--- src/rtl/clock_pkg.sv ---
// clock_pkg: shared FSM state, field limits and widths for the time/alarm writer.
package clock_pkg;
  typedef enum logic [1:0] {RUN, SET_HOURS, SET_MINUTES, SET_SECONDS} state_t;
  localparam int SEC_MAX = 59;
  localparam int MIN_MAX = 59;
  localparam int HR_MAX = 23;
  localparam int SEC_W = 6;
  localparam int MIN_W = 6;
  localparam int HR_W = 5;
  function automatic logic [1:0] field_of(state_t s);
    return 2'(s);
  endfunction
endpackage

--- src/rtl/mod_counter.sv ---
// mod_counter: modulo-(MAX+1) counter with sync clear to RST_VAL and a same-cycle wrap pulse for chaining.
module mod_counter #(
  parameter int W = 6,
  parameter int MAX = 59,
  parameter int RST_VAL = 0
) (
  input  logic         clk,
  input  logic         clear,
  input  logic         inc,
  output logic [W-1:0] count,
  output logic         wrap
);
  assign wrap = inc && count == W'(MAX);
  always_ff @(posedge clk)
    if (clear) count <= W'(RST_VAL);
    else if (inc) count <= wrap ? '0 : count + W'(1);
endmodule

--- src/rtl/time_alarm_writer.sv ---
// time_alarm_writer: running clock plus alarm registers, both editable field-by-field via set/inc buttons.
module time_alarm_writer
  import clock_pkg::*;
#(
  parameter int ALARM_RST_HOURS = 6
) (
  input  logic             clk,
  input  logic             reset,
  input  logic             tick_1hz,
  input  logic             set_btn,
  input  logic             inc_btn,
  input  logic             alarm_mode,
  output logic [SEC_W-1:0] seconds,
  output logic [MIN_W-1:0] minutes,
  output logic [HR_W-1:0]  hours,
  output logic [SEC_W-1:0] alarm_seconds,
  output logic [MIN_W-1:0] alarm_minutes,
  output logic [HR_W-1:0]  alarm_hours,
  output logic             edit_active,
  output logic [1:0]       edit_field
);
  state_t st, nxt;
  logic target, tick_ok, inc_ok, e_h, e_m, e_s, s_wrap, m_wrap;
  logic [3:0] wrap_unused;
  assign nxt = set_btn ? state_t'(st + 2'd1) : st;
  always_ff @(posedge clk)
    if (reset) begin
      st <= RUN;
      target <= 1'b0;
      edit_active <= 1'b0;
      edit_field <= 2'd0;
    end else begin
      st <= nxt;
      edit_active <= nxt != RUN;
      edit_field <= field_of(nxt);
      if (st == RUN && set_btn) target <= alarm_mode;
    end
  // Ticks are dropped while the time itself is being edited, so the carry chain only ever sees ticks.
  assign tick_ok = tick_1hz && (st == RUN || target);
  assign inc_ok = inc_btn && !set_btn && st != RUN;
  assign e_h = inc_ok && st == SET_HOURS;
  assign e_m = inc_ok && st == SET_MINUTES;
  assign e_s = inc_ok && st == SET_SECONDS;
  mod_counter #(.W(SEC_W), .MAX(SEC_MAX)) u_sec (
    .clk(clk), .clear(reset), .inc(tick_ok || (!target && e_s)),
    .count(seconds), .wrap(s_wrap));
  mod_counter #(.W(MIN_W), .MAX(MIN_MAX)) u_min (
    .clk(clk), .clear(reset), .inc((tick_ok && s_wrap) || (!target && e_m)),
    .count(minutes), .wrap(m_wrap));
  mod_counter #(.W(HR_W), .MAX(HR_MAX)) u_hr (
    .clk(clk), .clear(reset), .inc((tick_ok && m_wrap) || (!target && e_h)),
    .count(hours), .wrap(wrap_unused[0]));
  mod_counter #(.W(SEC_W), .MAX(SEC_MAX)) u_asec (
    .clk(clk), .clear(reset), .inc(target && e_s),
    .count(alarm_seconds), .wrap(wrap_unused[1]));
  mod_counter #(.W(MIN_W), .MAX(MIN_MAX)) u_amin (
    .clk(clk), .clear(reset), .inc(target && e_m),
    .count(alarm_minutes), .wrap(wrap_unused[2]));
  mod_counter #(.W(HR_W), .MAX(HR_MAX), .RST_VAL(ALARM_RST_HOURS)) u_ahr (
    .clk(clk), .clear(reset), .inc(target && e_h),
    .count(alarm_hours), .wrap(wrap_unused[3]));
endmodule

--- config.mk ---
export PLATFORM = sky130hd
export DESIGN_NAME = time_alarm_writer
export DESIGN_NICKNAME = d
export VERILOG_FILES = /design/src/rtl/clock_pkg.sv /design/src/rtl/mod_counter.sv /design/src/rtl/time_alarm_writer.sv
export SDC_FILE = /design/constraint.sdc
export NUM_CORES = 1
export LEC_CHECK = 0
export CORE_MARGIN = 5
export CORE_UTILIZATION = 48
export DETAILED_ROUTE_END_ITERATION = 12
export GPL_ROUTABILITY_DRIVEN = 1
export GPL_TIMING_DRIVEN = 0
export PLACE_DENSITY = 0.84
export SLEW_MARGIN = 20
export SYNTH_ARGS = -nofsm -noshare
export SYNTH_HDL_FRONTEND = slang
export SYNTH_SLANG_ARGS = --single-unit
--- constraint.sdc ---
create_clock -name clk -period 3.1 [get_ports clk]
set_input_delay 0.62 -clock clk [delete_from_list [all_inputs] [get_ports clk]]
set_output_delay 0.62 -clock clk [all_outputs]
set_load 0.05 [all_outputs]
======== Yosys cells after proc, flatten, opt, wreduce, memory -nomap -nowiden ========
Index checks and enable logic that the tools add are counted.
storage, ports and cells
  bits in registers ....................... 38
  input bits .............................. 6
  output and inout port bits .............. 37
  logic and storage cells ................. 62
operators by class
  $add $sub $neg .......................... 7
  equal/unequal tests ..................... 9
  muxes and demuxes ....................... 7
  reductions and logical operators ........ 30
operators by type and width
  cell                                           number
  adder 6 x 1 -> 6 bit, second input constant    4
  == test 6 bit, second input constant           4
  2-to-1 mux 6 bit                               4
  logical AND 1 bit                              21
  adder 5 x 1 -> 5 bit, second input constant    2
  == test 5 bit, second input constant           2
  2-to-1 mux 5 bit                               2
  == test 2 bit, second input constant           2
  logical OR 1 bit                               4
  nonzero test 2 bit                             2
  adder 2 x 1 -> 2 bit, second input constant    1
  == test 2 x 1 -> 1 bit, second input constant  1
  logical NOT 1 bit                              2
  logical NOT 2 bit                              1
  2-to-1 mux 2 bit                               1

======== Logic depth before layout (Yosys ltp) ========
Gate-level depths: netlist of run 1.
  depth after elaboration ................. 14
  gate-level depth with buffers ........... 8
  mapped depth without buffers ............ 6

======== Modules after synthesis ========
From an unflattened synthesis of run 1, not the netlist that was laid out.
second synthesis, totals
  cells, all modules ...................... 190
  area total of the unflattened synthesis .. 1794.2 um^2
modules (own cells, without submodules)
  module                     instances  cells an instance  area an instance (um^2)  seq. area each (um^2)
  mod_counter at u_amin ...  4          29                 264.0                    120.1
  time_alarm_writer          1          28                 289.0                    80.1
  mod_counter at u_ahr       1          23                 231.5                    100.1
  mod_counter at u_hr        1          23                 217.7                    100.1

======== Worst setup path after synthesis of run 1 ========
No wires, ideal clock.
  kind .................................... reg2reg
  start point ............................. register st[0]
  end point ............................... register u_hr.count[2]
  setup time .............................. 0.123 ns
  arrival ................................. 2.229 ns
  required time ........................... 2.977 ns
  setup slack ............................. 0.747 ns
  stages on the path, launching flop included .. 7
  buffers on the path ..................... 0
  period minus slack after synthesis ...... 2.353 ns
  cells stage by stage .................... dfxtp_1 -> inv_1 -> ha_1 -> nor4b_2 -> nand2_1 -> a21boi_2 -> mux2_1
between the ends
  word-level cells in the longest chain between the ends .. 13
  elaborated cells on any way between the ends .. 23
  classes of those cells .................. eq/ne: 3; mux: 1; reduce/logical: 19
ends and longest elaborated chain
  item                    line                     text
  from (decl)             time_alarm_writer.sv:22  state_t st, nxt;
  from (signal assigned)  time_alarm_writer.sv:33  st <= nxt;
  nonzero test 2 bit      time_alarm_writer.sv:40  assign inc_ok = inc_btn && !set_btn && st != RUN;
  logical AND 1 bit       time_alarm_writer.sv:40
  logical AND 1 bit       time_alarm_writer.sv:43  assign e_s = inc_ok && st == SET_SECONDS;
  logical AND 1 bit       time_alarm_writer.sv:45  .clk(clk), .clear(reset), .inc(tick_ok || (!target && e_s)),
  logical OR 1 bit        time_alarm_writer.sv:45
  logical AND 1 bit       mod_counter.sv:13        assign wrap = inc && count == W'(MAX);
  logical AND 1 bit       time_alarm_writer.sv:48  .clk(clk), .clear(reset), .inc((tick_ok && s_wrap) || (!target && e_m)),
  logical OR 1 bit        time_alarm_writer.sv:48
  logical AND 1 bit       mod_counter.sv:13
  logical AND 1 bit       time_alarm_writer.sv:51  .clk(clk), .clear(reset), .inc((tick_ok && m_wrap) || (!target && e_h)),
  logical OR 1 bit (*)    time_alarm_writer.sv:51
  logical AND 1 bit       mod_counter.sv:13
  2-to-1 mux 5 bit        mod_counter.sv:16        else if (inc) count <= wrap ? '0 : count + W'(1);
  to (signal assigned)    mod_counter.sv:15        if (clear) count <= W'(RST_VAL);
  to (signal assigned)    mod_counter.sv:16
  to (decl)               mod_counter.sv:10        output logic [W-1:0] count,
Every way passes the cells marked *; elsewhere a longest branch is shown, timed or not.
A chain may end at the register's enable or synchronous reset.

======== Worst setup path after layout of run 1 ========
  start point ............................. register u_min.count[3]
  end point ............................... output minutes[3]
RTL lines
  item                    line                     text
  from (decl)             mod_counter.sv:10
  from (signal assigned)  mod_counter.sv:15
  from (signal assigned)  mod_counter.sv:16
  to (decl)               time_alarm_writer.sv:14  output logic [MIN_W-1:0] minutes,
No word-level cell between the ends.

==> flow_metrics.py, run 1 <==
metrics = {
    "outcome": {
        "run_status": "complete, no violations",
    },
    "routing": {
        "drt-pass1-iter-count": 4,
        "detail_route.iter0.violations": 142,
        "drt_wl_total_mm": 4.37,
        "drt_via_density": 5.62,
        "drc": 0,
        "vias": 1759,
        "final_antenna_net_count": 0,
        "detail_route.wl_per_cell_um": 14.0,
    },
    "clocking": {
        "cts_tree": "yes",
        "htreeDepth": 2,
        "clk_latency_ns": 0.28,
        "clk_path_buf_depth": 2,
        "cts_buffers": 5,
        "cts.repair_timing.setup_buffer_count": 0,
        "post_cts.resized_instances": 0,
        "clkSlewWorstSetupHoldPaths_ns": 0.07,
        "numClockSinks": 38,
        "cts_hold_repair.buffers": 0,
        "buffer_cell_driving_the_clock_tree_root": "sky130_fd_sc_hd__clkbuf_8",
    },
    "global_routing": {
        "use_met3_pct": 4.65,
        "grtUsageMet1_pct": 21.7,
        "grt_pass1_vias": 1560,
        "gr-usage-all-layers_pct": 17.4,
        "grt_antenna_before_repair": 0,
        "global_route.usage.met2_pct": 28.0,
        "busiest_layer": "met2",
        "maximum_number_of_pins_on_one_net_before_global_route_repair": 11,
        "grt_overflow": 0,
        "grt_first_pass_wirelength_mm": 7.35,
    },
    "critical_path": {
        "cp.buffers_inverters": 1,
        "reg2regPathDepth": 6,
        "worstPathCellList": "clkdlybuf4s50_1",
        "start_kind": "flop",
        "crit_path_max_fanout": 8,
        "crit_path_max_incr_delay_ns": 0.87,
        "critical_path.endpoint_type": "primary output",
        "worst_path_dominant_cell_family": "buffers and inverters",
        "setup.worst_path.class": "reg -> out",
        "critPathArrivalTime_ns": 1.62,
        "cp_max_stage_cell": "sky130_fd_sc_hd__clkdlybuf4s50_1",
        "worstSetupPathDepth": 1,
        "critical_path_required_ns": 2.48,
    },
    "floorplan": {
        "top_level_port_count": 43,
        "die_area_um2": 5450,
        "floorplan.die.height_um": 73.8,
        "die_w_um": 73.8,
        "placeableCoreArea_um2": 3970,
        "num_rows": 23,
        "initial_utilization_pct": 49.2,
    },
    "timing": {
        "setup_tns_ns": 0,
        "tightest_slew_ns": 0.519,
        "finalCritPeriodShare_pct": 72.2,
        "fmax_mhz": 447,
        "finalHoldViolations": 0,
        "final-setup-viol-count": 0,
        "max_slew_violations": 0,
        "slew-limit-headroom_pct": 65.3,
        "rsz0062_at_grt": "false",
        "finalWorstPathRequiredPeriod_ns": 2.24,
        "worst_clock_skew_ns": 0.00512,
    },
    "synth": {
        "synth-edff-count": 0,
        "synthesis.area_um2": 1950,
        "share_of_flip_flops_with_an_asynchronous_set_or_reset_after_synthesis_pct": 0,
        "synthDominantAreaCellType": "sky130_fd_sc_hd__dfxtp_1",
        "synth-seq-cells": 38,
        "synth.lib_cells_used.distinct": 51,
        "synthFlopType": "sky130_fd_sc_hd__dfxtp_1",
        "dominant_cells_by_area_after_synthesis": "sky130_fd_sc_hd__dfxtp_1, sky130_fd_sc_hd__ha_1, sky130_fd_sc_hd__a21oi_1",
        "postSynthAreaPerCell_um2": 9.05,
        "synthesis.instances": 216,
        "synth.yosys.warnings": 0,
        "synth_seq_area_share_pct": 38.9,
        "synth_top_area_share_pct": 38.9,
        "synthesized_nets": 232,
    },
    "job": {
        "cap_violations": 0,
    },
    "layout": {
        "diodes": 0,
        "final_common_cell": "sky130_fd_sc_hd__clkdlybuf4s50_1",
        "area.growth.synth_to_final_pct": 28.4,
        "final_cell_count_no_fill": 313,
        "layout_common_cells": "sky130_fd_sc_hd__clkdlybuf4s50_1, sky130_fd_sc_hd__dfxtp_1, sky130_fd_sc_hd__nor2_1",
        "final_layout_size_suffix_gt1_share_pct": 7.22,
        "final_design_area_no_fill_um2": 2510,
        "number_of_nets_in_the_layout": 280,
    },
    "pwr": {
        "leakagePower_uw": 0.000926,
        "power_density_nw_per_um2": 383,
        "vdd_ir_drop_max_uv": 270,
    },
    "worst_hold_path": {
        "worstHoldPathCells": 2,
        "hp-class": "reg -> reg",
    },
    "placement": {
        "dp_cells": 307,
        "buffer_ports.inserted": 41,
        "hpwl_mm": 3.20,
        "dpl_cell_area_um2": 2430,
        "routabilityCongestion": 0.839,
    },
}
==> sequential cells by signal, summed over array words and instances, names as in the netlist <==
register and cells:
u_sec.count 6, edit_active 1, u_asec.count 6, st 2, u_ahr.count 5, u_hr.count 5, u_min.count 6, target 1
u_amin.count 6
==> worst paths after layout <==
check | start | end | slack [ns]
setup reg to reg | st[0] | u_hr.count[2] | 0.89
hold / removal | u_ahr.count[3] | u_ahr.count[3] | 0.48
setup / recovery | u_min.count[3] | minutes[3] | 0.86
hold reg to reg | u_ahr.count[3] | u_ahr.count[3] | 0.48
==> through the flow <==
step / power [uW] / utilization [%] / setup WS [ns] / hold slack (ns)
6_report: 961 / 63.2 / 0.861 / 0.483
5_1_grt: 997 / 63.2 / 0.720 / 0.511
4_1_cts: 969 / 63.2 / 0.862 / 0.487
3_5_place_dp: 637 / 61.1 / 0.594 / 0.476
3_3_place_gp: 633 / 61.1 / 0.607 / 0.470
2_1_floorplan: 598 / - / 0.747 / 0.510
==> per-layer routing <==
layer,wire [um],vias up
met1,1910,820
met3,219,8
met5,0,-
li1,-,890
met4,99,0
met2,2140,41
==> final cells by class <==
class                      count  area [um2]
clock buffer                   6        82.6
fill                         356        1460
sequential                    38         761
multi-input combinational    163        1120
inverter                       5        18.8
timing repair buffer          41         410
buffer                        10        50.0
tap                           50        62.6
==> Yosys cell counts (2+ instances only) <==
cell type and n:
sky130_fd_sc_hd__a41o_1 2, sky130_fd_sc_hd__dfxtp_1 38, sky130_fd_sc_hd__and2_1 3, sky130_fd_sc_hd__mux2i_1 8, sky130_fd_sc_hd__nand4_1 5, sky130_fd_sc_hd__clkbuf_1 4
sky130_fd_sc_hd__nand4b_1 3, sky130_fd_sc_hd__and3_1 5, sky130_fd_sc_hd__nor2b_1 2, sky130_fd_sc_hd__xor2_1 8, sky130_fd_sc_hd__a211oi_1 3, sky130_fd_sc_hd__xnor2_1 3
sky130_fd_sc_hd__a21oi_2 3, sky130_fd_sc_hd__ha_1 10, sky130_fd_sc_hd__a21oi_1 18, sky130_fd_sc_hd__o21ai_0 2, sky130_fd_sc_hd__buf_2 4, sky130_fd_sc_hd__nand2b_1 3
sky130_fd_sc_hd__nand3_1 14, sky130_fd_sc_hd__nand2_1 17, sky130_fd_sc_hd__a41oi_1 3, sky130_fd_sc_hd__nor2_1 20, sky130_fd_sc_hd__a21o_1 3, sky130_fd_sc_hd__and4b_1 3
sky130_fd_sc_hd__a211o_1 2, sky130_fd_sc_hd__inv_1 5
==> report_power, final <==
group,internal [uW],switching [uW],leakage [uW]
registers,498,11.8,0.000307
logic,41.5,74.1,0.000576
clock network,172,164,0.0000431
total,711,250,0.000926
==> logic make-up (layout without fill, tap and decap cells) <==
logic type	count (synthesis)	after routing	synth area share, %
AND/OR/NAND/NOR	84	84	23.7
AO/OA/AOI/OAI	49	49	17.9
flip-flops	38	38	38.9
buffers and inverters	15	62	3.52
XOR/XNOR	11	11	4.93
adder cells (fa/ha/maj)	10	10	6.40
multiplexers	9	9	4.67
Note: power is estimated with default switching activity, not from simulation.
==> run 2, diff against run 1 <==
==> constraint.sdc (replaced) <==
create_clock -name clk -period 2.3 [get_ports clk]
set_input_delay 0.46 -clock clk [delete_from_list [all_inputs] [get_ports clk]]
set_output_delay 0.46 -clock clk [all_outputs]
set_load 0.05 [all_outputs]
==> flow_metrics.py, run 2 (synthesis gave the netlist of run 1 again) <==
metrics = {
    "outcome": {
        "run_status": "complete, no violations",
    },
    "global_routing": {
        "gr-usage-all-layers_pct": 16.9,
        "grt_antenna_before_repair": 0,
        "grt_first_pass_wirelength_mm": 7.17,
        "maximum_number_of_pins_on_one_net_before_global_route_repair": 11,
        "grt_pass1_vias": 1592,
        "grt_overflow": 0,
    },
    "timing": {
        "finalHoldViolations": 0,
        "slew-limit-headroom_pct": 65.9,
        "layout_setup_ws_ns": 0.139,
        "max_slew_violations": 0,
        "worst_clock_skew_ns": 0.00806,
        "tightest_slew_ns": 0.512,
        "final-setup-viol-count": 0,
        "fmax_mhz": 463,
        "finalCritPeriodShare_pct": 94.0,
        "finalWorstPathRequiredPeriod_ns": 2.16,
        "rsz0062_at_grt": "false",
    },
    "routing": {
        "detail_route.wl_per_cell_um": 13.3,
        "detail_route.iter0.violations": 103,
        "drc": 0,
        "drt_via_density": 5.57,
        "final_antenna_net_count": 0,
        "drt_wl_total_mm": 4.17,
        "vias": 1750,
        "drt-pass1-iter-count": 4,
    },
    "layout": {
        "diodes": 0,
        "number_of_nets_in_the_layout": 280,
        "fillerInstances": 356,
        "final_layout_size_suffix_gt1_share_pct": 7.58,
        "postLayoutCoreUtil_pct": 63.3,
        "area.growth.synth_to_final_pct": 28.7,
        "layout_common_cells": "sky130_fd_sc_hd__clkdlybuf4s50_1, sky130_fd_sc_hd__dfxtp_1, sky130_fd_sc_hd__nor2_1",
        "final_common_cell": "sky130_fd_sc_hd__clkdlybuf4s50_1",
        "final_design_area_no_fill_um2": 2510,
    },
    "critical_path": {
        "setup.worst_path.class": "reg -> reg",
        "worst_r2r_startpoint": "st[0]",
        "reg2reg_slack_ns": 0.14,
        "cp_max_stage_cell": "sky130_fd_sc_hd__or4b_1",
        "start_kind": "flop",
        "critical_path.endpoint_type": "flop",
        "crit_path_max_incr_delay_ns": 0.52,
        "crit_path_max_fanout": 7,
        "critPathArrivalTime_ns": 2.34,
        "critical_path_required_ns": 2.48,
        "worstPathCellList": "inv_1 -> ha_1 -> o211ai_2 -> or4b_1 -> buf_6 -> a21boi_2 -> mux2_1",
        "reg2regPathDepth": 7,
        "reg2reg_to": "u_hr.count[2]",
    },
    "pwr": {
        "power.switching_uw": 336,
        "power.share.clock_pct": 33.6,
        "vdd_ir_drop_max_uv": 318,
        "sequentialPowerShare_pct": 54.0,
        "power_density_nw_per_um2": 506,
        "combPwrFrac_pct": 12.5,
        "cell_internal_pwr_uw": 938,
        "leakagePower_uw": 0.000926,
        "power.share.switching_pct": 26.4,
    },
    "clocking": {
        "clk_path_buf_depth": 2,
        "clkSlewWorstSetupHoldPaths_ns": 0.07,
        "cts_tree": "yes",
        "cts_hold_repair.buffers": 0,
        "numClockSinks": 38,
        "buffer_cell_driving_the_clock_tree_root": "sky130_fd_sc_hd__clkbuf_8",
        "cts_buffers": 5,
        "clk_latency_ns": 0.29,
        "htreeDepth": 2,
    },
    "worst_hold_path": {
        "hp-class": "reg -> reg",
        "worstHoldPathCells": 2,
        "min_to": "u_min.count[1]",
        "min-delay-start": "u_min.count[1]",
    },
    "floorplan": {
        "floorplan.die.height_um": 73.8,
        "initial_utilization_pct": 49.2,
        "top_level_port_count": 43,
        "die_w_um": 73.8,
        "die_area_um2": 5450,
        "placeableCoreArea_um2": 3970,
        "num_rows": 23,
    },
    "placement": {
        "hpwl_mm": 3.10,
        "dpl_cell_area_um2": 2430,
        "dp_slack_ns": -0.0419,
        "buffer_ports.inserted": 41,
        "routabilityCongestion": 0.807,
    },
    "job": {
        "cap_violations": 0,
    },
}
-- run 2: cell types whose count changed in the layout (fill, tap and decap cells not counted), sizes merged --
cell / previous run / this run
clkbuf: 10 / 11
-- run 2: per-layer routing --
metal / up-vias / part of all wire, % / GRT usage [%] / routed length, um
li1: 884 / - / - / -
met2: 27 / 48 / 26.3 / 2000
met1: 831 / 47 / 22.4 / 1960
met4: 0 / 1.9 / 7.85 / 79
met5: - / 0 / 0 / 0
met3: 8 / 3.0 / 3.42 / 125
-- run 2: power by group through the flow --
stage | clock, uW | sequential [uW] | combinational (uW)
6_report | 428 | 687 | 159
3_3_place_gp | 0 | 701 | 154
3_5_place_dp | 0 | 702 | 157
4_1_cts | 440 | 687 | 157
5_1_grt | 466 | 689 | 171
2_1_floorplan | 0 | 739 | 67.2
-- run 2: cell type report --
type                       count  area [um2]  area share [%]
clock buffer                   7        76.3            3.03
buffer                        10        50.0            1.99
tap                           50        62.6            2.49
inverter                       5        18.8           0.746
sequential                    38         763            30.3
multi-input combinational    163        1130            45.1
timing repair buffer          41         410            16.3
-- run 2: timing repair --
item	CTS	global route
gates resized for setup	0	1
setup endpoints to repair	0	1
buffers inserted	0	0
-- run 2: worst max-delay path, delay by kind of cell, from the launching register on --
family | cells | cell delay, ns
flip-flops | 1 | 0.35
AND/OR/NAND/NOR | 1 | 0.52
adder cells (fa/ha/maj) | 1 | 0.34
buffers and inverters | 2 | 0.25
multiplexers | 1 | 0.32
AO/OA/AOI/OAI | 2 | 0.27
-- run 2: worst max path at each step --
| stage | start | end | slack, ns | cells after the start |
|---|---|---|---|---|
| final | st[0] | u_hr.count[2] | 0.14 | 7 |
| after global routing | st[0] | u_hr.count[2] | 0.03 | 7 |
| after CTS | st[0] | u_hr.count[2] | 0.16 | 6 |
| after detailed placement | tick_1hz | u_hr.count[2] | -0.04 | 6 |
| after global placement | tick_1hz | u_hr.count[2] | -0.04 | 6 |
| after floorplan | u_min.count[0] | u_hr.count[2] | 0.05 | 6 |
-- run 2: metrics by stage --
| step | TNS (ns) | cells | hold slack (ns) | total power (uW) |
|---|---|---|---|---|
| 2_1_floorplan | 0 | 216 | 0.510 | 806 |
| 3_3_place_gp | -0.0361 | 307 | 0.470 | 855 |
| 3_5_place_dp | -0.0419 | 307 | 0.480 | 858 |
| 4_1_cts | 0 | 314 | 0.490 | 1280 |
| 5_1_grt | 0 | 314 | 0.513 | 1330 |
| 6_report | 0 | 314 | 0.490 | 1270 |
==> run 3, diff against run 2 <==
--- a/config.mk
+++ b/config.mk
@@ -11,6 +11,7 @@
 export GPL_ROUTABILITY_DRIVEN = 1
 export GPL_TIMING_DRIVEN = 0
 export PLACE_DENSITY = 0.84
+export SKIP_LAST_GASP = 1
 export SLEW_MARGIN = 20
 export SYNTH_ARGS = -nofsm -noshare
 export SYNTH_HDL_FRONTEND = slang
==> results of run 3 <==
The final DEF is identical to that of run 2; final timing and power are the same.
